### src/rtl/avmm_cmd_master.sv
// avmm_cmd_master
//   Avalon-MM master engine. Commands queue in a small FIFO and go out on the
//   bus one at a time, holding each request until the slave drops waitrequest.
//   Reads may be pipelined. Read data returns, in order, through a response
//   FIFO that is credit-protected so it can never overflow.
//
// Optional feature (macro AVMM_TIMEOUT_EN):
//   A request stalled by waitrequest for TIMEOUT_CYCLES cycles is abandoned.
//   An abandoned read returns all-ones data flagged with rsp_err.
//   Without the macro, timeout_err and rsp_err are tied low and err_clr is
//   ignored.
//
// Ports:
//   clk, rst_n            clock, asynchronous active-low reset
//   cmd_*                 command push port (valid/ready), write/addr/be/wdata
//   rsp_*                 read response port (valid/ready), rdata, err flag
//   avmm_*                Avalon-MM master bus
//   busy                  command queued, request on bus, or read outstanding
//   timeout_err, err_clr  sticky timeout flag and its clear
module avmm_cmd_master #(
  parameter int ADDR_WIDTH      = 17,
  parameter int AVMM_WIDTH      = 32,
  parameter int BYTE_WIDTH      = 4,
  parameter int CMD_DEPTH       = 4,
  parameter int RSP_DEPTH       = 4,
  parameter int MAX_OUTSTANDING = 2,
  parameter int TIMEOUT_CYCLES  = 256
) (
  input  logic                  clk,
  input  logic                  rst_n,
  input  logic                  cmd_valid,
  output logic                  cmd_ready,
  input  logic                  cmd_write,
  input  logic [ADDR_WIDTH-1:0] cmd_addr,
  input  logic [BYTE_WIDTH-1:0] cmd_be,
  input  logic [AVMM_WIDTH-1:0] cmd_wdata,
  output logic                  rsp_valid,
  input  logic                  rsp_ready,
  output logic [AVMM_WIDTH-1:0] rsp_rdata,
  output logic                  rsp_err,
  output logic [ADDR_WIDTH-1:0] avmm_address,
  output logic                  avmm_read,
  output logic                  avmm_write,
  output logic [AVMM_WIDTH-1:0] avmm_writedata,
  output logic [BYTE_WIDTH-1:0] avmm_byteenable,
  input  logic [AVMM_WIDTH-1:0] avmm_readdata,
  input  logic                  avmm_readdatavalid,
  input  logic                  avmm_waitrequest,
  output logic                  busy,
  output logic                  timeout_err,
  input  logic                  err_clr
);

  localparam int CMD_AW = $clog2(CMD_DEPTH);
  localparam int RSP_AW = $clog2(RSP_DEPTH);
  localparam int OUT_W  = $clog2(RSP_DEPTH + 1);
  localparam int SUM_W  = RSP_AW + 3;
  localparam logic [CMD_AW:0] CMD_ONE = 1;
  localparam logic [RSP_AW:0] RSP_ONE = 1;
  localparam logic [OUT_W-1:0] OUT_ONE = 1;

  typedef enum logic {IDLE = 1'b0, ISSUE = 1'b1} state_t;

  state_t                state_q;
  logic                  avmmRead_q, avmmWrite_q;
  logic [ADDR_WIDTH-1:0] avmmAddr_q;
  logic [AVMM_WIDTH-1:0] avmmData_q;
  logic [BYTE_WIDTH-1:0] avmmBe_q;

  logic                  cmdWrite_q [CMD_DEPTH];
  logic [ADDR_WIDTH-1:0] cmdAddr_q  [CMD_DEPTH];
  logic [BYTE_WIDTH-1:0] cmdBe_q    [CMD_DEPTH];
  logic [AVMM_WIDTH-1:0] cmdData_q  [CMD_DEPTH];
  logic [CMD_AW:0]       cmdWrPtr_q, cmdRdPtr_q;
  logic                  cmdEmpty, cmdFull, cmdPush, cmdPop;
  logic                  headWrite;
  logic [ADDR_WIDTH-1:0] headAddr;
  logic [BYTE_WIDTH-1:0] headBe;
  logic [AVMM_WIDTH-1:0] headData;

  logic [AVMM_WIDTH-1:0] rspData_q [RSP_DEPTH];
  logic [RSP_AW:0]       rspWrPtr_q, rspWrPtr_d, rspRdPtr_q, rspCount;
  logic [RSP_AW-1:0]     rspIdx0, rspIdx1, rspErrIdx;
  logic                  rspPop, pushData, pushErr;

  logic [OUT_W-1:0]      outstanding_q, outstanding_d;
  logic [SUM_W-1:0]      pendingReads, creditUsed;
  logic                  readCredit, headIssuable, busAccept, abandon;

  // Command FIFO flags and head entry; the extra pointer bit separates full from empty.
  assign cmdEmpty  = (cmdWrPtr_q == cmdRdPtr_q);
  assign cmdFull   = (cmdWrPtr_q[CMD_AW] != cmdRdPtr_q[CMD_AW]) &&
                     (cmdWrPtr_q[CMD_AW-1:0] == cmdRdPtr_q[CMD_AW-1:0]);
  assign cmd_ready = !cmdFull;
  assign cmdPush   = cmd_valid && !cmdFull;
  assign headWrite = cmdWrite_q[cmdRdPtr_q[CMD_AW-1:0]];
  assign headAddr  = cmdAddr_q[cmdRdPtr_q[CMD_AW-1:0]];
  assign headBe    = cmdBe_q[cmdRdPtr_q[CMD_AW-1:0]];
  assign headData  = cmdData_q[cmdRdPtr_q[CMD_AW-1:0]];

  // A read sitting on the bus is counted as already outstanding: when the
  // next head is evaluated at that read's accept edge it must see the credit
  // that read is about to consume.
  assign busAccept    = (avmmRead_q || avmmWrite_q) && !avmm_waitrequest;
  assign pendingReads = SUM_W'(outstanding_q) + SUM_W'(avmmRead_q);
  assign creditUsed   = pendingReads + SUM_W'(rspCount);
  assign readCredit   = (pendingReads < SUM_W'(MAX_OUTSTANDING)) &&
                        (creditUsed < SUM_W'(RSP_DEPTH));
  assign headIssuable = !cmdEmpty && (headWrite || readCredit);
  assign cmdPop       = headIssuable && !abandon && ((state_q == IDLE) || busAccept);

  // Returned data is only believed while reads are outstanding, so stale
  // readdatavalid after a reset is dropped.
  assign pushData = avmm_readdatavalid && (outstanding_q != '0);
  assign pushErr  = abandon && avmmRead_q;

  assign rspCount  = rspWrPtr_q - rspRdPtr_q;
  assign rsp_valid = (rspWrPtr_q != rspRdPtr_q);
  assign rspPop    = rsp_valid && rsp_ready;
  assign rsp_rdata = rsp_valid ? rspData_q[rspRdPtr_q[RSP_AW-1:0]] : '0;
  assign rspIdx0   = rspWrPtr_q[RSP_AW-1:0];
  assign rspIdx1   = rspIdx0 + 1'b1;
  assign rspErrIdx = pushData ? rspIdx1 : rspIdx0;

  assign avmm_read       = avmmRead_q;
  assign avmm_write      = avmmWrite_q;
  assign avmm_address    = avmmAddr_q;
  assign avmm_writedata  = avmmData_q;
  assign avmm_byteenable = avmmBe_q;
  assign busy = !cmdEmpty || avmmRead_q || avmmWrite_q || (outstanding_q != '0);

  // Outstanding count and response write pointer. A read data return and an
  // abandoned read can land on the same edge, so up to two entries are pushed.
  always_comb begin
    outstanding_d = outstanding_q;
    if (busAccept && avmmRead_q) outstanding_d = outstanding_d + OUT_ONE;
    if (pushData)                outstanding_d = outstanding_d - OUT_ONE;
    rspWrPtr_d = rspWrPtr_q;
    if (pushData) rspWrPtr_d = rspWrPtr_d + RSP_ONE;
    if (pushErr)  rspWrPtr_d = rspWrPtr_d + RSP_ONE;
  end

  // FIFO storage is not reset; only entries between the pointers are ever read.
  always_ff @(posedge clk) begin
    if (cmdPush) begin
      cmdWrite_q[cmdWrPtr_q[CMD_AW-1:0]] <= cmd_write;
      cmdAddr_q[cmdWrPtr_q[CMD_AW-1:0]]  <= cmd_addr;
      cmdBe_q[cmdWrPtr_q[CMD_AW-1:0]]    <= cmd_be;
      cmdData_q[cmdWrPtr_q[CMD_AW-1:0]]  <= cmd_wdata;
    end
    if (pushData) rspData_q[rspIdx0]   <= avmm_readdata;
    if (pushErr)  rspData_q[rspErrIdx] <= '1;
  end

  // Pointers and outstanding counter.
  always_ff @(posedge clk or negedge rst_n) begin
    if (!rst_n) begin
      cmdWrPtr_q    <= '0;
      cmdRdPtr_q    <= '0;
      rspWrPtr_q    <= '0;
      rspRdPtr_q    <= '0;
      outstanding_q <= '0;
    end else begin
      if (cmdPush) cmdWrPtr_q <= cmdWrPtr_q + CMD_ONE;
      if (cmdPop)  cmdRdPtr_q <= cmdRdPtr_q + CMD_ONE;
      if (rspPop)  rspRdPtr_q <= rspRdPtr_q + RSP_ONE;
      rspWrPtr_q    <= rspWrPtr_d;
      outstanding_q <= outstanding_d;
    end
  end

  // Issue FSM with registered bus outputs. In ISSUE the request is held until
  // accepted; at the accept edge the next head is loaded directly when it is
  // issuable, giving back-to-back transfers without an idle cycle.
  always_ff @(posedge clk or negedge rst_n) begin
    if (!rst_n) begin
      state_q     <= IDLE;
      avmmRead_q  <= 1'b0;
      avmmWrite_q <= 1'b0;
      avmmAddr_q  <= '0;
      avmmData_q  <= '0;
      avmmBe_q    <= '0;
    end else begin
      if (cmdPop) begin
        state_q     <= ISSUE;
        avmmRead_q  <= !headWrite;
        avmmWrite_q <= headWrite;
        avmmAddr_q  <= headAddr;
        avmmData_q  <= headData;
        avmmBe_q    <= headBe;
      end else if ((state_q == ISSUE) && (busAccept || abandon)) begin
        state_q     <= IDLE;
        avmmRead_q  <= 1'b0;
        avmmWrite_q <= 1'b0;
      end
    end
  end

`ifdef AVMM_TIMEOUT_EN
  localparam int TO_W = $clog2(TIMEOUT_CYCLES + 1);
  localparam logic [TO_W-1:0] TO_ONE = 1;

  logic            rspErr_q [RSP_DEPTH];
  logic [TO_W-1:0] toCnt_q, toCnt_d;
  logic            timeoutErr_q, reqStalled;

  // Stall counter: runs while a request is held off, restarts on every accept
  // or abandon. Abandon happens on the edge where the count already stands
  // at TIMEOUT_CYCLES.
  assign reqStalled = (avmmRead_q || avmmWrite_q) && avmm_waitrequest;
  assign abandon    = reqStalled && (toCnt_q == TO_W'(TIMEOUT_CYCLES));
  assign timeout_err = timeoutErr_q;
  assign rsp_err     = rsp_valid ? rspErr_q[rspRdPtr_q[RSP_AW-1:0]] : 1'b0;

  always_comb begin
    toCnt_d = '0;
    if (reqStalled && !abandon) toCnt_d = toCnt_q + TO_ONE;
  end

  // Error flag beside each response entry.
  always_ff @(posedge clk) begin
    if (pushData) rspErr_q[rspIdx0]   <= 1'b0;
    if (pushErr)  rspErr_q[rspErrIdx] <= 1'b1;
  end

  // Sticky timeout flag; a new timeout wins over a clear on the same edge.
  always_ff @(posedge clk or negedge rst_n) begin
    if (!rst_n) begin
      toCnt_q      <= '0;
      timeoutErr_q <= 1'b0;
    end else begin
      toCnt_q <= toCnt_d;
      if (abandon)      timeoutErr_q <= 1'b1;
      else if (err_clr) timeoutErr_q <= 1'b0;
    end
  end
`else
  logic unusedErrClr;

  assign unusedErrClr = err_clr;
  assign abandon      = 1'b0;
  assign timeout_err  = 1'b0;
  assign rsp_err      = 1'b0;
`endif

endmodule

### config.mk
export PLATFORM = sky130hd
export DESIGN_NAME = avmm_cmd_master
export DESIGN_NICKNAME = d
export VERILOG_FILES = /design/src/rtl/avmm_cmd_master.sv
export SDC_FILE = /design/constraint.sdc
export NUM_CORES = 1
export LEC_CHECK = 0
export BUFFER_PORTS_ARGS = -buffer_cell sky130_fd_sc_hd__buf_2
export CORE_MARGIN = 2
export CORE_UTILIZATION = 45
export DETAILED_ROUTE_END_ITERATION = 7
export GPL_ROUTABILITY_DRIVEN = 1
export PLACE_DENSITY = 0.71
export RECOVER_POWER = 25
export SETUP_SLACK_MARGIN = 0.15
export SYNTH_ARGS = -nofsm -noshare
export SYNTH_HDL_FRONTEND = slang
export SYNTH_SLANG_ARGS = --single-unit
### constraint.sdc
create_clock -name clk -period 4.5 [get_ports clk]
set_input_delay 0.45 -clock clk [delete_from_list [all_inputs] [get_ports clk]]
set_output_delay 0.45 -clock clk [all_outputs]
set_load 0.03 [all_outputs]
======== Word-level counts from Yosys, hierarchy flattened ========
Memory sizes are Yosys's and may differ from the RTL's. A register that Yosys moved wholly into a read port is not among the register bits.
Cells that the tools add are included.
Widths: inputs -> output; s select.
word-level totals
  flip-flop bits (word level) ............. 18
  bits in latches ......................... 0
  bits in writable memories ............... 344
  ROM bits ................................ 0
  input port bits ......................... 93
  word-level logic and storage cells ...... 65
  memories ................................ 5
cells by class
  add/subtract/negate cells ............... 9
  multipliers ............................. 0
  div/mod/pow operators ................... 0
  order comparisons ....................... 2
  equal/unequal tests ..................... 4
  shift-type cells ........................ 0
  mux-type cells .......................... 11
  bitwise gates (word level) .............. 1
  reduce and logical (&&, ||, !) cells .... 25
memories
  name        depth  width  rd ports  clocked after Yosys merged registers in  write ports  line  source
  cmdData_q   4      32     1         1                                        1            73    logic [AVMM_WIDTH-1:0] cmdData_q [CMD_DEPTH];
  rspData_q   4      32     1         0                                        1            81    logic [AVMM_WIDTH-1:0] rspData_q [RSP_DEPTH];
  cmdAddr_q   4      17     1         1                                        1            71    logic [ADDR_WIDTH-1:0] cmdAddr_q [CMD_DEPTH];
  cmdBe_q     4      4      1         1                                        1            72    logic [BYTE_WIDTH-1:0] cmdBe_q [CMD_DEPTH];
  cmdWrite_q  4      1      1         0                                        1            70    logic cmdWrite_q [CMD_DEPTH];
operators with widths
  operator             count
  $mux 32              1
  $add 3x1->3 const B  5
  $logic_and 1x1->1    10
  $mux 1               8
  $logic_not 1->1      7
  $logic_or 1x1->1     6
  $mux 3               2
  $add 4x3->5          1
  $lt 5x3->1 const B   1
  $add 3x1->4          1
  $lt 4x2->1 const B   1
  $eq 3x3->1           1
  $ne 3x3->1           1
  $reduce_bool 3->1    1
  $sub 3x1->3 const B  1
  $sub 3x3->3          1
  $eq 2x2->1           1
  $reduce_bool 2->1    1
  $ne 1x1->1           1
  $not 1->1            1

======== Longest topological paths before layout ========
Gate-level depths: netlist of the first run.
  word-level depth ........................ 8
  mapped depth ............................ 13

======== Worst setup path after synthesis of the first run ========
No wires, ideal clock.
  kind .................................... flip-flop to flip-flop
  start ................................... register rspRdPtr_q[1]
  end ..................................... register avmmAddr_q[0] (netlist: avmm_address[0]) (read register of cmdAddr_q)
  arrival time ............................ 3.224 ns
  path slack .............................. 1.150 ns
  cell stages (with the launch flop) ...... 13
  path buffers ............................ 3
  clock period less this slack ............ 3.350 ns
  path through ............................ dfrtp_1 clkbuf_1 clkbuf_1 inv_1 fa_1 xor3_1 inv_1 ha_1 nand4_1 a211oi_4 o21ai_4 buf_6 mux2_4
between the ends
  longest elaborated chain between the ends .. 7
RTL lines
  item                      line  source
  start: declaration        82    logic [RSP_AW:0] rspWrPtr_q, rspWrPtr_d, rspRdPtr_q, rspCount;
  start signal: assignment  166   if (rspPop) rspRdPtr_q <= rspRdPtr_q + RSP_ONE;
  $sub 3x3->3               117   assign rspCount = rspWrPtr_q - rspRdPtr_q;
  $add 4x3->5               106   assign creditUsed = pendingReads + SUM_W'(rspCount);
  $lt 5x3->1                108   (creditUsed < SUM_W'(RSP_DEPTH));
  $logic_and 1x1->1         107   assign readCredit = (pendingReads < SUM_W'(MAX_OUTSTANDING)) &&
  $logic_or 1x1->1          109   assign headIssuable = !cmdEmpty && (headWrite || readCredit);
  $logic_and 1x1->1         109
  $logic_and 1x1->1         110   assign cmdPop = headIssuable && !abandon && ((state_q == IDLE) || busAccept);
  end: declaration          66    logic [ADDR_WIDTH-1:0] avmmAddr_q;
No other way between the ends.
A chain may end at the register's enable or synchronous reset.

======== Final worst setup path of the first run ========
  start ................................... register rspWrPtr_q[0]
  end ..................................... register avmmData_q[25] (netlist: avmm_writedata[25]) (read register of cmdData_q)
between the ends
  longest elaborated chain between the ends .. 7
RTL lines
  item                      line  source
  start: declaration        82
  start signal: assignment  167   rspWrPtr_q <= rspWrPtr_d;
  $sub 3x3->3               117
  $add 4x3->5               106
  $lt 5x3->1                108
  $logic_and 1x1->1         107
  $logic_or 1x1->1          109
  $logic_and 1x1->1         109
  $logic_and 1x1->1         110
  end: declaration          67    logic [AVMM_WIDTH-1:0] avmmData_q;
No other way between the ends.

==> flow_summary.json, run 1 <==
{
  "worst_r2r_startpoint": "rspWrPtr_q[0]$_DFFE_PN0P_",
  "hold-path-endpoint": "rspData_q[2][19]$_DFFE_PP_",
  "drc_errors": 0,
  "antenna_nets_post_route": 0,
  "std_cell_rows": 69,
  "worst-path-max-fanout": 16,
  "period_minus_slack_ps": 3280,
  "core_region_area_um2": 35300,
  "timing.critical_path.mode_cell": "sky130_fd_sc_hd__inv_1",
  "synth-edff-count": 344,
  "place_hpwl_um": 17300,
  "critical_path.startpoint_type": "flip-flop",
  "grt_setup_unrepaired": "false",
  "ys.warnings.count": 0,
  "top_library_cells_by_usage_in_the_layout_fill_and_taps_aside": "sky130_fd_sc_hd__edfxtp_1 (344), sky130_fd_sc_hd__buf_2 (119), sky130_fd_sc_hd__mux4_2 (86)",
  "fin_area_um2": 18800,
  "worst_hold_path.num_cells": 1,
  "cp.required_ps": 4930,
  "setup_tns_ps": 0,
  "post_cts_resize_count": 0,
  "drive_gt1_frac": 0.360,
  "globalRouteTotalUtil": 0.161,
  "post-cts-setup-buffers": 0,
  "max_slew.worst_pin.slew_ps": 949,
  "yosys_register_bits": 415,
  "synthCells": 715,
  "placement.cell_area_um2": 17500,
  "number_of_unique_standard_cell_types_used_by_synthesis": 38,
  "post_drt_via_cell_ratio": 5.16,
  "number_of_cts_inserted_buffers": 42,
  "achievable-frequency_mhz": 305,
  "criticalPathCategory": "flip-flop to flip-flop",
  "globalplace.congestion": 0.689,
  "drt_first_pass_iters": 4,
  "post_synthesis_average_cell_area_um2": 22.4,
  "critical_path.slowest_cell": "sky130_fd_sc_hd__xor3_1",
  "n_fill_cell": 2725,
  "synth_flop_cell": "sky130_fd_sc_hd__edfxtp_1",
  "areaGrowthSynthToFinish_pct": 17.8,
  "post_cts_hold_buffer_count": 1,
  "cts.htree.levels": 2,
  "vias_post_dr": 7345,
  "ir_drop_v": 0.000506,
  "rr_endpoint": "avmm_writedata[25]$_DFFE_PN0P_",
  "worst_relative_slew_slack": 0.367,
  "clk_transition_reported_paths_ps": 60,
  "outcome": "complete, no violations",
  "cts_max_path_buffers": 3,
  "synth_seq_area_share": 0.757,
  "r2r.worst_path.cells": 13,
  "cp_cell_sequence": "inv_1 -> ha_1 -> inv_1 -> fa_1 -> xor3_1 -> inv_1 -> ha_1 -> nor3_1 -> nand2_1 -> a211oi_4 -> o21ai_4 -> buf_4 -> mux2_4",
  "wire_per_inst_um": 20.5,
  "worst-endpoint-arrival_ps": 3710,
  "p_leak_uw": 0.00684,
  "maxCapViolations": 0,
  "final_setup_vio_count": 0,
  "worst_hold_path_type": "primary input to flip-flop",
  "hp-start": "avmm_readdata[19]",
  "maxSlewViolCount": 0,
  "top_level_ports": 185,
  "setup.worst_path.end_class": "flip-flop",
  "die_boundary_width_um": 192,
  "reg2reg_slack_ps": 1220,
  "power.density_nw_per_um2": 766,
  "dieArea_um2": 37000,
  "report.final.hold_viol_count": 0,
  "worst_path_largest_cell_delay_ps": 420,
  "clock_sinks": 415,
  "cpLargestDelayFamily": "adder cells",
  "layout.cells.most_common": "sky130_fd_sc_hd__edfxtp_1",
  "portBuffers": 181,
  "period_share": 0.729,
  "y_dimension_of_the_die_um": 192,
  "grt_max_degree": 57,
  "start_util": 0.453,
  "clock_skew_ps": 16.8,
  "synthesis.area_um2": 16000,
  "synth_async_sr_flop_share": 0.171,
  "drt_iter0_markers": 412,
  "clk_latency_ps": 550,
  "postRouteWirelength_um": 29300,
  "grt_first_pass_wirelength_um": 44300,
  "grt_antenna_before_repair": 3,
  "tritoncts_clock_tree": "built",
  "crit_buf_inv": 4,
  "first_global_vias": 7716,
  "grt-ovfl-total": 0,
  "clock_root_buffer": "sky130_fd_sc_hd__clkbuf_16",
  "final_net_count": 1042
}
==> kinds of logic after synthesis <==
group | share of synthesized area
AO/OA/AOI/OAI | 0.00705
flip-flops | 0.757
other | 0.000235
adder cells (fa/ha/maj) | 0.0161
AND/OR/NAND/NOR | 0.0233
buffers and inverters | 0.0130
multiplexers | 0.172
XOR/XNOR | 0.0108
==> layout make-up <==
type / instances / area, µm² / share of cell area
inverters: 11 / 41.3 / 0.00219
repair buffers: 199 / 995 / 0.0528
clock buffers: 54 / 1150 / 0.0609
well taps: 461 / 577 / 0.0306
flip-flops and latches: 415 / 12100 / 0.643
clock inverters: 23 / 278 / 0.0147
diodes: 1 / 2.50 / 0.000133
multi-input cells: 260 / 3680 / 0.195
==> cell usage after synthesis, types with 2 or more instances <==
cell type	count	area (µm²)
sky130_fd_sc_hd__buf_1	4	15.0
sky130_fd_sc_hd__mux2_4	49	736
sky130_fd_sc_hd__buf_2	4	20.0
sky130_fd_sc_hd__buf_4	3	22.5
sky130_fd_sc_hd__o21ai_0	6	30.0
sky130_fd_sc_hd__and3_1	4	25.0
sky130_fd_sc_hd__edfxtp_1	344	10300
sky130_fd_sc_hd__nand2_1	6	22.5
sky130_fd_sc_hd__buf_6	5	56.3
sky130_fd_sc_hd__mux4_2	86	1940
sky130_fd_sc_hd__xnor2_1	13	114
sky130_fd_sc_hd__mux2_2	6	67.6
sky130_fd_sc_hd__nand3_1	4	20.0
sky130_fd_sc_hd__nand4_1	2	12.5
sky130_fd_sc_hd__dfrtp_1	71	1780
sky130_fd_sc_hd__nor2b_1	3	18.8
sky130_fd_sc_hd__and2_1	37	231
sky130_fd_sc_hd__ha_1	19	238
sky130_fd_sc_hd__inv_1	11	41.3
sky130_fd_sc_hd__xor2_1	4	35.0
sky130_fd_sc_hd__clkbuf_1	14	52.6
sky130_fd_sc_hd__nor2_1	4	15.0
==> power by group <==
| group | leakage, µW | switching (µW) | internal, µW |
|---|---|---|---|
| Sequential | 0.00399 | 387 | 5250 |
| Clock | 0.000697 | 1410 | 2150 |
| Combinational | 0.00216 | 3030 | 2190 |
| Total | 0.00684 | 4820 | 9600 |
==> per-stage QoR <==
| step | setup slack, ps | power [µW] | instances | utilization | hold slack, ps |
|---|---|---|---|---|---|
| after floorplan | 1150 | 9590 | 716 | - | 154 |
| after global placement | 1320 | 10900 | 1345 | 0.495 | 476 |
| after detailed placement | 1240 | 11100 | 1345 | 0.495 | 487 |
| after CTS | 1220 | 14700 | 1423 | 0.536 | 72.1 |
| after global routing | 980 | 15200 | 1423 | 0.533 | 106 |
| final | 1220 | 14400 | 1424 | 0.533 | 125 |
==> per-layer routing <==
| metal | track usage | wire (µm) | vias up |
|---|---|---|---|
| met4 | 0.0531 | 561 | 4 |
| met5 | 0 | 29 | - |
| met3 | 0.0564 | 2450 | 43 |
| li1 | - | - | 3311 |
| met2 | 0.266 | 14400 | 194 |
| met1 | 0.198 | 11800 | 3793 |
==> worst max-delay path by stage <==
stage                              start                        endpoint  slack [ps]  cells after the start
2_1_floorplan  rspRdPtr_q[1]$_DFFE_PN0P_     avmm_address[0]$_DFFE_PN0P_        1150                     12
3_3_place_gp   rspWrPtr_q[0]$_DFFE_PN0P_  avmm_byteenable[2]$_DFFE_PN0P_        1320                     12
3_5_place_dp   rspWrPtr_q[0]$_DFFE_PN0P_  avmm_writedata[25]$_DFFE_PN0P_        1240                     12
4_1_cts        rspWrPtr_q[0]$_DFFE_PN0P_  avmm_writedata[25]$_DFFE_PN0P_        1220                     12
5_1_grt        rspWrPtr_q[0]$_DFFE_PN0P_  avmm_byteenable[2]$_DFFE_PN0P_         980                     13
6_report       rspWrPtr_q[0]$_DFFE_PN0P_  avmm_writedata[25]$_DFFE_PN0P_        1220                     13
==> state kept, by name (all words and copies together) (netlist names), 4 cells and up <==
name and count:
avmm_byteenable 4, cmdAddr_q 68, cmdWrite_q 4, avmm_address 17, cmdBe_q 16, avmm_writedata 32
cmdData_q 128, rspData_q 128
Note: power is estimated with default switching activity, not from simulation.
==> run 2, diff against run 1 <==
ABC_AREA = 1   (was default)
PLACE_DENSITY = 0.74   (was 0.71)
clock period = 2.9 ns   (was 4.5 ns; I/O delays follow)
==> run 2 against run 1 <==
Against the previous run: cell count grew 41%; flip-flop and latch count is the same; power grew 77%; via count grew 46%; largest cell class unchanged; clock skew grew 17 ps.
==> flow_summary.json, run 2 <==
{
  "synth_async_sr_flop_share": 0.171,
  "worst_hold_path_type": "primary input to flip-flop",
  "drt_iter0_markers": 953,
  "top_level_ports": 185,
  "ir_drop_v": 0.000834,
  "synth.top_cell.area_share": 0.638,
  "synth-edff-count": 344,
  "clock_root_buffer": "sky130_fd_sc_hd__clkbuf_16",
  "post_synthesis_average_cell_area_um2": 13.2,
  "ys.warnings.count": 0,
  "cp.required_ps": 3310,
  "power.density_nw_per_um2": 1250,
  "drive_gt1_frac": 0.172,
  "netlist_top_cells_count": "sky130_fd_sc_hd__edfxtp_1 (344), sky130_fd_sc_hd__nand2_1 (253), sky130_fd_sc_hd__nor2_1 (140)",
  "synth_flop_cell": "sky130_fd_sc_hd__edfxtp_1",
  "holdWs_ps": 54.1,
  "dieArea_um2": 37500,
  "areaGrowthSynthToFinish_pct": 25.9,
  "globalplace.congestion": 0.721,
  "clk_latency_ps": 550,
  "synth_largest_area_cell": "sky130_fd_sc_hd__edfxtp_1",
  "criticalPathCategory": "flip-flop to flip-flop",
  "place_hpwl_um": 18900,
  "wl_met3_um": 2980,
  "top_layer": "met4",
  "portBuffers": 181,
  "std_cell_rows": 69,
  "wl_met1_um": 15200,
  "cts.htree.levels": 2,
  "yosys_register_bits": 415,
  "cts_max_path_buffers": 3,
  "worst-endpoint-arrival_ps": 3070,
  "max_slew.worst_pin.slew_ps": 709,
  "core_region_area_um2": 35500,
  "clock_skew_ps": 33.5,
  "p_leak_uw": 0.00771,
  "top_library_cells_by_usage_in_the_layout_fill_and_taps_aside": "sky130_fd_sc_hd__edfxtp_1 (344), sky130_fd_sc_hd__nand2_1 (251), sky130_fd_sc_hd__nor2_1 (132)",
  "post_drt_via_cell_ratio": 5.32,
  "tritoncts_clock_tree": "built",
  "synth_seq_area_share": 0.748,
  "grt-ovfl-total": 0,
  "final_net_count": 1625,
  "synthCells": 1231,
  "antenna_nets_post_route": 0,
  "wl_met2_um": 19100,
  "wire_per_inst_um": 19.1,
  "worst-path-max-fanout": 14,
  "number_of_cts_inserted_buffers": 43,
  "layout.cells.most_common": "sky130_fd_sc_hd__edfxtp_1",
  "period_share": 0.916,
  "number_of_unique_standard_cell_types_used_by_synthesis": 32,
  "synth.most_common_cell": "sky130_fd_sc_hd__edfxtp_1",
  "start_util": 0.456,
  "reg2reg_slack_ps": 240,
  "maxCapViolations": 0,
  "ys_top_cells_by_area": "sky130_fd_sc_hd__edfxtp_1 (64%), sky130_fd_sc_hd__dfrtp_1 (11%), sky130_fd_sc_hd__nand2_1 (5.9%), sky130_fd_sc_hd__a32o_1 (3.3%), sky130_fd_sc_hd__nor2_1 (3.2%)",
  "final_setup_vio_count": 0,
  "worst_relative_slew_slack": 0.527,
  "first_global_vias": 10700,
  "y_dimension_of_the_die_um": 194,
  "grt_max_degree": 110,
  "critical_path.startpoint_type": "flip-flop",
  "clk_transition_reported_paths_ps": 60,
  "die_boundary_width_um": 194,
  "fin_total_pwr_uw": 25600,
  "drc_errors": 0,
  "grt_antenna_before_repair": 4,
  "achievable-frequency_mhz": 377,
  "globalRouteTotalUtil": 0.197,
  "n_fill_cell": 2725,
  "period_minus_slack_ps": 2660,
  "grt_setup_unrepaired": "true",
  "report.final.hold_viol_count": 0,
  "outcome": "complete, no violations",
  "vias_post_dr": 10700,
  "drt_first_pass_iters": 5,
  "maxSlewViolCount": 0,
  "synthesis.area_um2": 16200,
  "setup.worst_path.end_class": "flip-flop",
  "postRouteWirelength_um": 38300,
  "grt_first_pass_wirelength_um": 58100,
  "clock_sinks": 415
}
==> run 2: changes by cell type after synthesis, moves of 18 or more <==
| cell | change |
|---|---|
| sky130_fd_sc_hd__a21oi_1 | +85 |
| sky130_fd_sc_hd__a32o_1 | +52 |
| sky130_fd_sc_hd__and2_1 | -37 |
| sky130_fd_sc_hd__clkbuf_1 | +28 |
| sky130_fd_sc_hd__inv_1 | +18 |
| sky130_fd_sc_hd__mux2_4 | -49 |
| sky130_fd_sc_hd__mux4_2 | -86 |
| sky130_fd_sc_hd__nand2_1 | +247 |
| sky130_fd_sc_hd__nor2_1 | +136 |
| sky130_fd_sc_hd__o21ai_0 | +61 |
| sky130_fd_sc_hd__o21ai_1 | +45 |
==> run 2: critical path, stage by stage, from the launching register on <==
cell and delay (ps):
sky130_fd_sc_hd__dfrtp_1 390, sky130_fd_sc_hd__inv_2 60, sky130_fd_sc_hd__ha_1 150, sky130_fd_sc_hd__inv_1 50
sky130_fd_sc_hd__fa_2 340, sky130_fd_sc_hd__inv_1 60, sky130_fd_sc_hd__nand3_1 70, sky130_fd_sc_hd__nand2_1 70
sky130_fd_sc_hd__inv_1 40, sky130_fd_sc_hd__ha_1 270, sky130_fd_sc_hd__inv_1 50, sky130_fd_sc_hd__nor2_1 90
sky130_fd_sc_hd__nand2_1 60, sky130_fd_sc_hd__nand2_1 50, sky130_fd_sc_hd__nand2_1 50, sky130_fd_sc_hd__nand2_2 90
sky130_fd_sc_hd__nand3_4 120, sky130_fd_sc_hd__buf_12 180, sky130_fd_sc_hd__buf_16 160, sky130_fd_sc_hd__nand2_1 80
sky130_fd_sc_hd__o21ai_1 70
==> run 2: power breakdown <==
group	switching (µW)	internal, µW	total, µW
sequential	574	8130	8700
combinational	7370	3790	11200
clock	2220	3490	5710
total	10200	15400	25600
==> run 2: logic make-up (layout without fill, tap and decap cells) <==
logic type | count (synthesis) | count (layout) | synth area share
compound gates | 262 | 262 | 0.0999
xor+xnor | 14 | 14 | 0.00757
fa+ha+maj | 20 | 20 | 0.0159
buf+inv | 108 | 421 | 0.0300
flops | 415 | 415 | 0.748
mux | 1 | 1 | 0.000618
other cells | 1 | 6 | 0.000232
simple gates | 410 | 410 | 0.0979
==> run 2: layout make-up <==
| type | count | area, µm² | share of cell area |
|---|---|---|---|
| Antenna cell | 4 | 10.0 | 0.000491 |
| Inverter | 35 | 136 | 0.00669 |
| Multi-Input combinational cell | 709 | 3700 | 0.181 |
| Clock inverter | 23 | 319 | 0.0156 |
| Timing Repair Buffer | 308 | 2370 | 0.116 |
| Sequential cell | 415 | 12100 | 0.594 |
| Clock buffer | 55 | 1170 | 0.0574 |
| Tap cell | 461 | 577 | 0.0283 |
==> run 2: path summary, 6_finish.rpt <==
kind | from | cells past startpoint | endpoint
worst max-delay path | rspWrPtr_q[0]$_DFFE_PN0P_ | 20 | avmm_address[10]$_DFFE_PN0P_
worst min-delay path | rsp_ready | 3 | rspRdPtr_q[0]$_DFFE_PN0P_
worst max register to register | rspWrPtr_q[0]$_DFFE_PN0P_ | 20 | avmm_address[10]$_DFFE_PN0P_
worst min register to register | avmm_writedata[4]$_DFFE_PN0P_ | 2 | avmm_writedata[4]$_DFFE_PN0P_
max in group asynchronous | rst_n | 3 | avmm_writedata[26]$_DFFE_PN0P_
min in group asynchronous | rst_n | 2 | avmm_address[8]$_DFFE_PN0P_
==> run 2: per-stage QoR <==
stage | instances | cell area, µm² | setup WS [ps] | util | setup TNS (ps)
2_1_floorplan | 1232 | 16200 | -189 | - | -30680
3_3_place_gp | 1823 | 17700 | 114 | 0.498 | 0
3_5_place_dp | 1823 | 17700 | 12.0 | 0.498 | 0
4_1_cts | 1998 | 20200 | 187 | 0.571 | 0
5_1_grt | 2010 | 20400 | 108 | 0.575 | 0
6_report | 2010 | 20400 | 244 | 0.575 | 0
==> run 2: timing repair <==
item                       in CTS  in global routing
setup endpoints to repair      88                 88
cloned                          5                  6
gates resized for setup        13                 19
buffers inserted                5                  2
hold buffers                   87                  0
hold endpoints to repair      383                  0
pin swaps                       1                  2
==> run 2: per-layer routing <==
| layer | track usage | vias to the layer above |
|---|---|---|
| met5 | 0 | - |
| met4 | 0.0715 | 0 |
| met3 | 0.0471 | 71 |
| met2 | 0.335 | 412 |
| met1 | 0.247 | 5254 |
| li1 | - | 4961 |
==> run 3, diff against run 2 <==
CORE_MARGIN = default   (was 2)
clock period = 2.15 ns   (was 2.9 ns; I/O delays follow)
==> run 3 against run 2 <==
Against the previous run: the flow now finishes with violations (negative setup slack); routed wire length up 7.6%; die area decreased by 2.1%; setup slack worse by 670 ps; utilization is 4.7 points higher; sequential share of layout area decreased by 4.5 points; non-clock buffer count increased by 60; critical endpoint is now avmm_writedata[30]$_DFFE_PN0P_; combinational power up 79%; global-route usage is 1.5 points higher.
==> flow_summary.json, run 3 (synthesized netlist as in run 2, its figures left out) <==
{
  "grt_antenna_before_repair": 3,
  "report.final.hold_viol_count": 0,
  "antenna_nets_post_route": 0,
  "layout.cells.most_common": "sky130_fd_sc_hd__edfxtp_1",
  "setup_ws_ps": -427,
  "worst_relative_slew_slack": 0.608,
  "first_global_vias": 11100,
  "period_share": 1.20,
  "period_minus_slack_ps": 2580,
  "hold-path-endpoint": "cmdWrPtr_q[1]$_DFFE_PN0P_",
  "rr_endpoint": "avmm_writedata[30]$_DFFE_PN0P_",
  "grt_max_degree": 88,
  "fin_total_pwr_uw": 39400,
  "placement.cell_area_um2": 18400,
  "clkPwrFrac": 0.193,
  "grt-ovfl-total": 0,
  "drive_gt1_frac": 0.273,
  "areaGrowthSynthToFinish_pct": 36.3,
  "globalRouteTotalUtil": 0.212,
  "tritoncts_clock_tree": "built",
  "drc_errors": 0,
  "n_fill_cell": 2451,
  "p_leak_uw": 0.00832,
  "power_switching_share": 0.398,
  "outcome": "complete, but fails checks",
  "clock_skew_ps": 17.6,
  "worst-endpoint-arrival_ps": 3050,
  "achievable-frequency_mhz": 388,
  "globalplace.congestion": 0.740,
  "finish.cell_count_without_fillers": 2069,
  "grt_first_pass_wirelength_um": 59600,
  "switchingPower_uw": 15700,
  "y_dimension_of_the_die_um": 192,
  "max_slew.worst_pin.slew_ps": 589,
  "r2r.worst_path.cells": 18,
  "ir_drop_v": 0.00148,
  "criticalPathCategory": "flip-flop to flip-flop",
  "critical_path.startpoint_type": "flip-flop",
  "clk_latency_ps": 550,
  "number_of_cts_inserted_buffers": 43,
  "violations": "negative setup slack",
  "fin_area_um2": 22100,
  "power.density_nw_per_um2": 1790,
  "place_hpwl_um": 20500,
  "setup.worst_path.end_class": "flip-flop",
  "std_cell_rows": 69,
  "final_net_count": 1686,
  "core_region_area_um2": 35500,
  "worst-path-max-fanout": 9,
  "placed_cells_incl_taps": 1847,
  "portBuffers": 181,
  "dieArea_um2": 36700,
  "wire_per_inst_um": 19.9,
  "post_drt_via_cell_ratio": 5.40,
  "clk_transition_reported_paths_ps": 60,
  "vias_post_dr": 11200,
  "cts.htree.levels": 2,
  "cp.required_ps": 2630,
  "die_boundary_width_um": 192,
  "hp-start": "cmd_valid",
  "holdWs_ps": 57.5,
  "worst_r2r_startpoint": "rspRdPtr_q[1]$_DFFE_PN0P_",
  "grt_setup_unrepaired": "true",
  "cts_max_path_buffers": 3,
  "dp_worst_setup_slack_ps": -330,
  "power_frac_comb": 0.507,
  "internal-power_uw": 23700,
  "drt_first_pass_iters": 5,
  "top_level_ports": 185,
  "reg2reg_slack_ps": -430,
  "final_setup_vio_count": 92,
  "postRouteWirelength_um": 41200,
  "clock_sinks": 415,
  "maxSlewViolCount": 0,
  "top_library_cells_by_usage_in_the_layout_fill_and_taps_aside": "sky130_fd_sc_hd__edfxtp_1 (344), sky130_fd_sc_hd__nand2_1 (222), sky130_fd_sc_hd__nor2_1 (130)",
  "drt_iter0_markers": 861,
  "worst_hold_path_type": "primary input to flip-flop",
  "power_frac_seq": 0.300,
  "maxCapViolations": 0,
  "worst_hold_path.num_cells": 3,
  "start_util": 0.456,
  "clock_root_buffer": "sky130_fd_sc_hd__clkbuf_16"
}
-- run 3: cell types whose count changed in the layout (fill, tap and decap cells not counted), moves of 10 or more --
| cell | change |
|---|---|
| sky130_fd_sc_hd__inv_1 | -10 |
| sky130_fd_sc_hd__o21ai_0 | -12 |
| sky130_fd_sc_hd__buf_6 | +44 |
| sky130_fd_sc_hd__buf_4 | +28 |
| sky130_fd_sc_hd__buf_2 | -25 |
| sky130_fd_sc_hd__nand2_1 | -29 |
| sky130_fd_sc_hd__nand2_2 | +18 |
| sky130_fd_sc_hd__a21oi_4 | +33 |
| sky130_fd_sc_hd__a21oi_1 | -31 |
| sky130_fd_sc_hd__buf_12 | +13 |
| sky130_fd_sc_hd__o21ai_2 | +16 |
-- run 3: power groups by stage --
stage	logic, µW	clock network [µW]	registers [µW]
final	20000	7610	11800
after global routing	21200	8020	12000
after CTS	17700	7680	11700
after detailed placement	14600	0	11800
after global placement	14200	0	11800
after floorplan	9740	0	12700
-- run 3: metrics by stage --
stage	utilization	TNS (ps)
detailed placement	0.518	-19570
finish	0.622	-34410
global placement	0.518	-17120
floorplan	-	-18070
global route	0.622	-46040
CTS	0.608	-32980
-- run 3: final cells by class --
cell class,count,area [µm²],share of cell area
diodes,2,5.00,0.000227
inverters,35,166,0.00754
clock inverters,25,312,0.0141
repair buffers,368,3340,0.152
clock buffers,53,1140,0.0518
flip-flops and latches,415,12100,0.549
multi-input cells,710,4410,0.200
well taps,461,577,0.0261
-- run 3: timing repair --
| item | 4_1_cts | 5_1_grt |
|---|---|---|
| gates resized for setup | 113 | 102 |
| endpoints found under the setup margin | 96 | 158 |
| pin swaps | 8 | 22 |
| endpoints found under the hold margin | 381 | 0 |
| gates cloned | 8 | 10 |
| buffers inserted | 25 | 11 |
| hold buffers | 88 | 0 |
-- run 3: worst max-delay path, cell delays in order (launching register included) --
cell	delay (ps)
sky130_fd_sc_hd__dfrtp_2	420
sky130_fd_sc_hd__clkinv_8	70
sky130_fd_sc_hd__buf_8	120
sky130_fd_sc_hd__fa_2	360
sky130_fd_sc_hd__inv_2	60
sky130_fd_sc_hd__nand3_2	50
sky130_fd_sc_hd__nand2_2	80
sky130_fd_sc_hd__inv_2	50
sky130_fd_sc_hd__ha_4	250
sky130_fd_sc_hd__inv_2	40
sky130_fd_sc_hd__nor2_2	90
sky130_fd_sc_hd__nand2_1	60
sky130_fd_sc_hd__nand2_1	70
sky130_fd_sc_hd__nand2_2	70
sky130_fd_sc_hd__nand2_4	110
sky130_fd_sc_hd__nand3_4	140
sky130_fd_sc_hd__buf_6	190
sky130_fd_sc_hd__clkbuf_16	170
sky130_fd_sc_hd__o21ai_1	120
-- run 3: routing by layer --
| layer | routed length [µm] | share of wire | global-route usage | vias up |
|---|---|---|---|---|
| met3 | 3360 | 0.081 | 0.0495 | 84 |
| met4 | 1240 | 0.030 | 0.0775 | 2 |
| li1 | - | - | - | 5101 |
| met1 | 15700 | 0.38 | 0.251 | 5503 |
| met2 | 21000 | 0.51 | 0.375 | 486 |
| met5 | 13 | 0.00032 | 0 | - |
-- run 3: worst max path at each step --
| stage | to | slack (ps) | cells past startpoint | start |
|---|---|---|---|---|
| finish | avmm_writedata[30]$_DFFE_PN0P_ | -430 | 18 | rspRdPtr_q[1]$_DFFE_PN0P_ |
| CTS | rsp_rdata[24] | -410 | 9 | rspRdPtr_q[1]$_DFFE_PN0P_ |
| floorplan | avmm_address[0]$_DFFE_PN0P_ | -290 | 20 | rspRdPtr_q[1]$_DFFE_PN0P_ |
| global route | avmm_read$_DFFE_PN0P_ | -590 | 20 | rspRdPtr_q[1]$_DFFE_PN0P_ |
| global placement | avmm_read$_DFFE_PN0P_ | -310 | 20 | rspWrPtr_q[0]$_DFFE_PN0P_ |
| detailed placement | avmm_address[14]$_DFFE_PN0P_ | -330 | 19 | rspWrPtr_q[0]$_DFFE_PN0P_ |
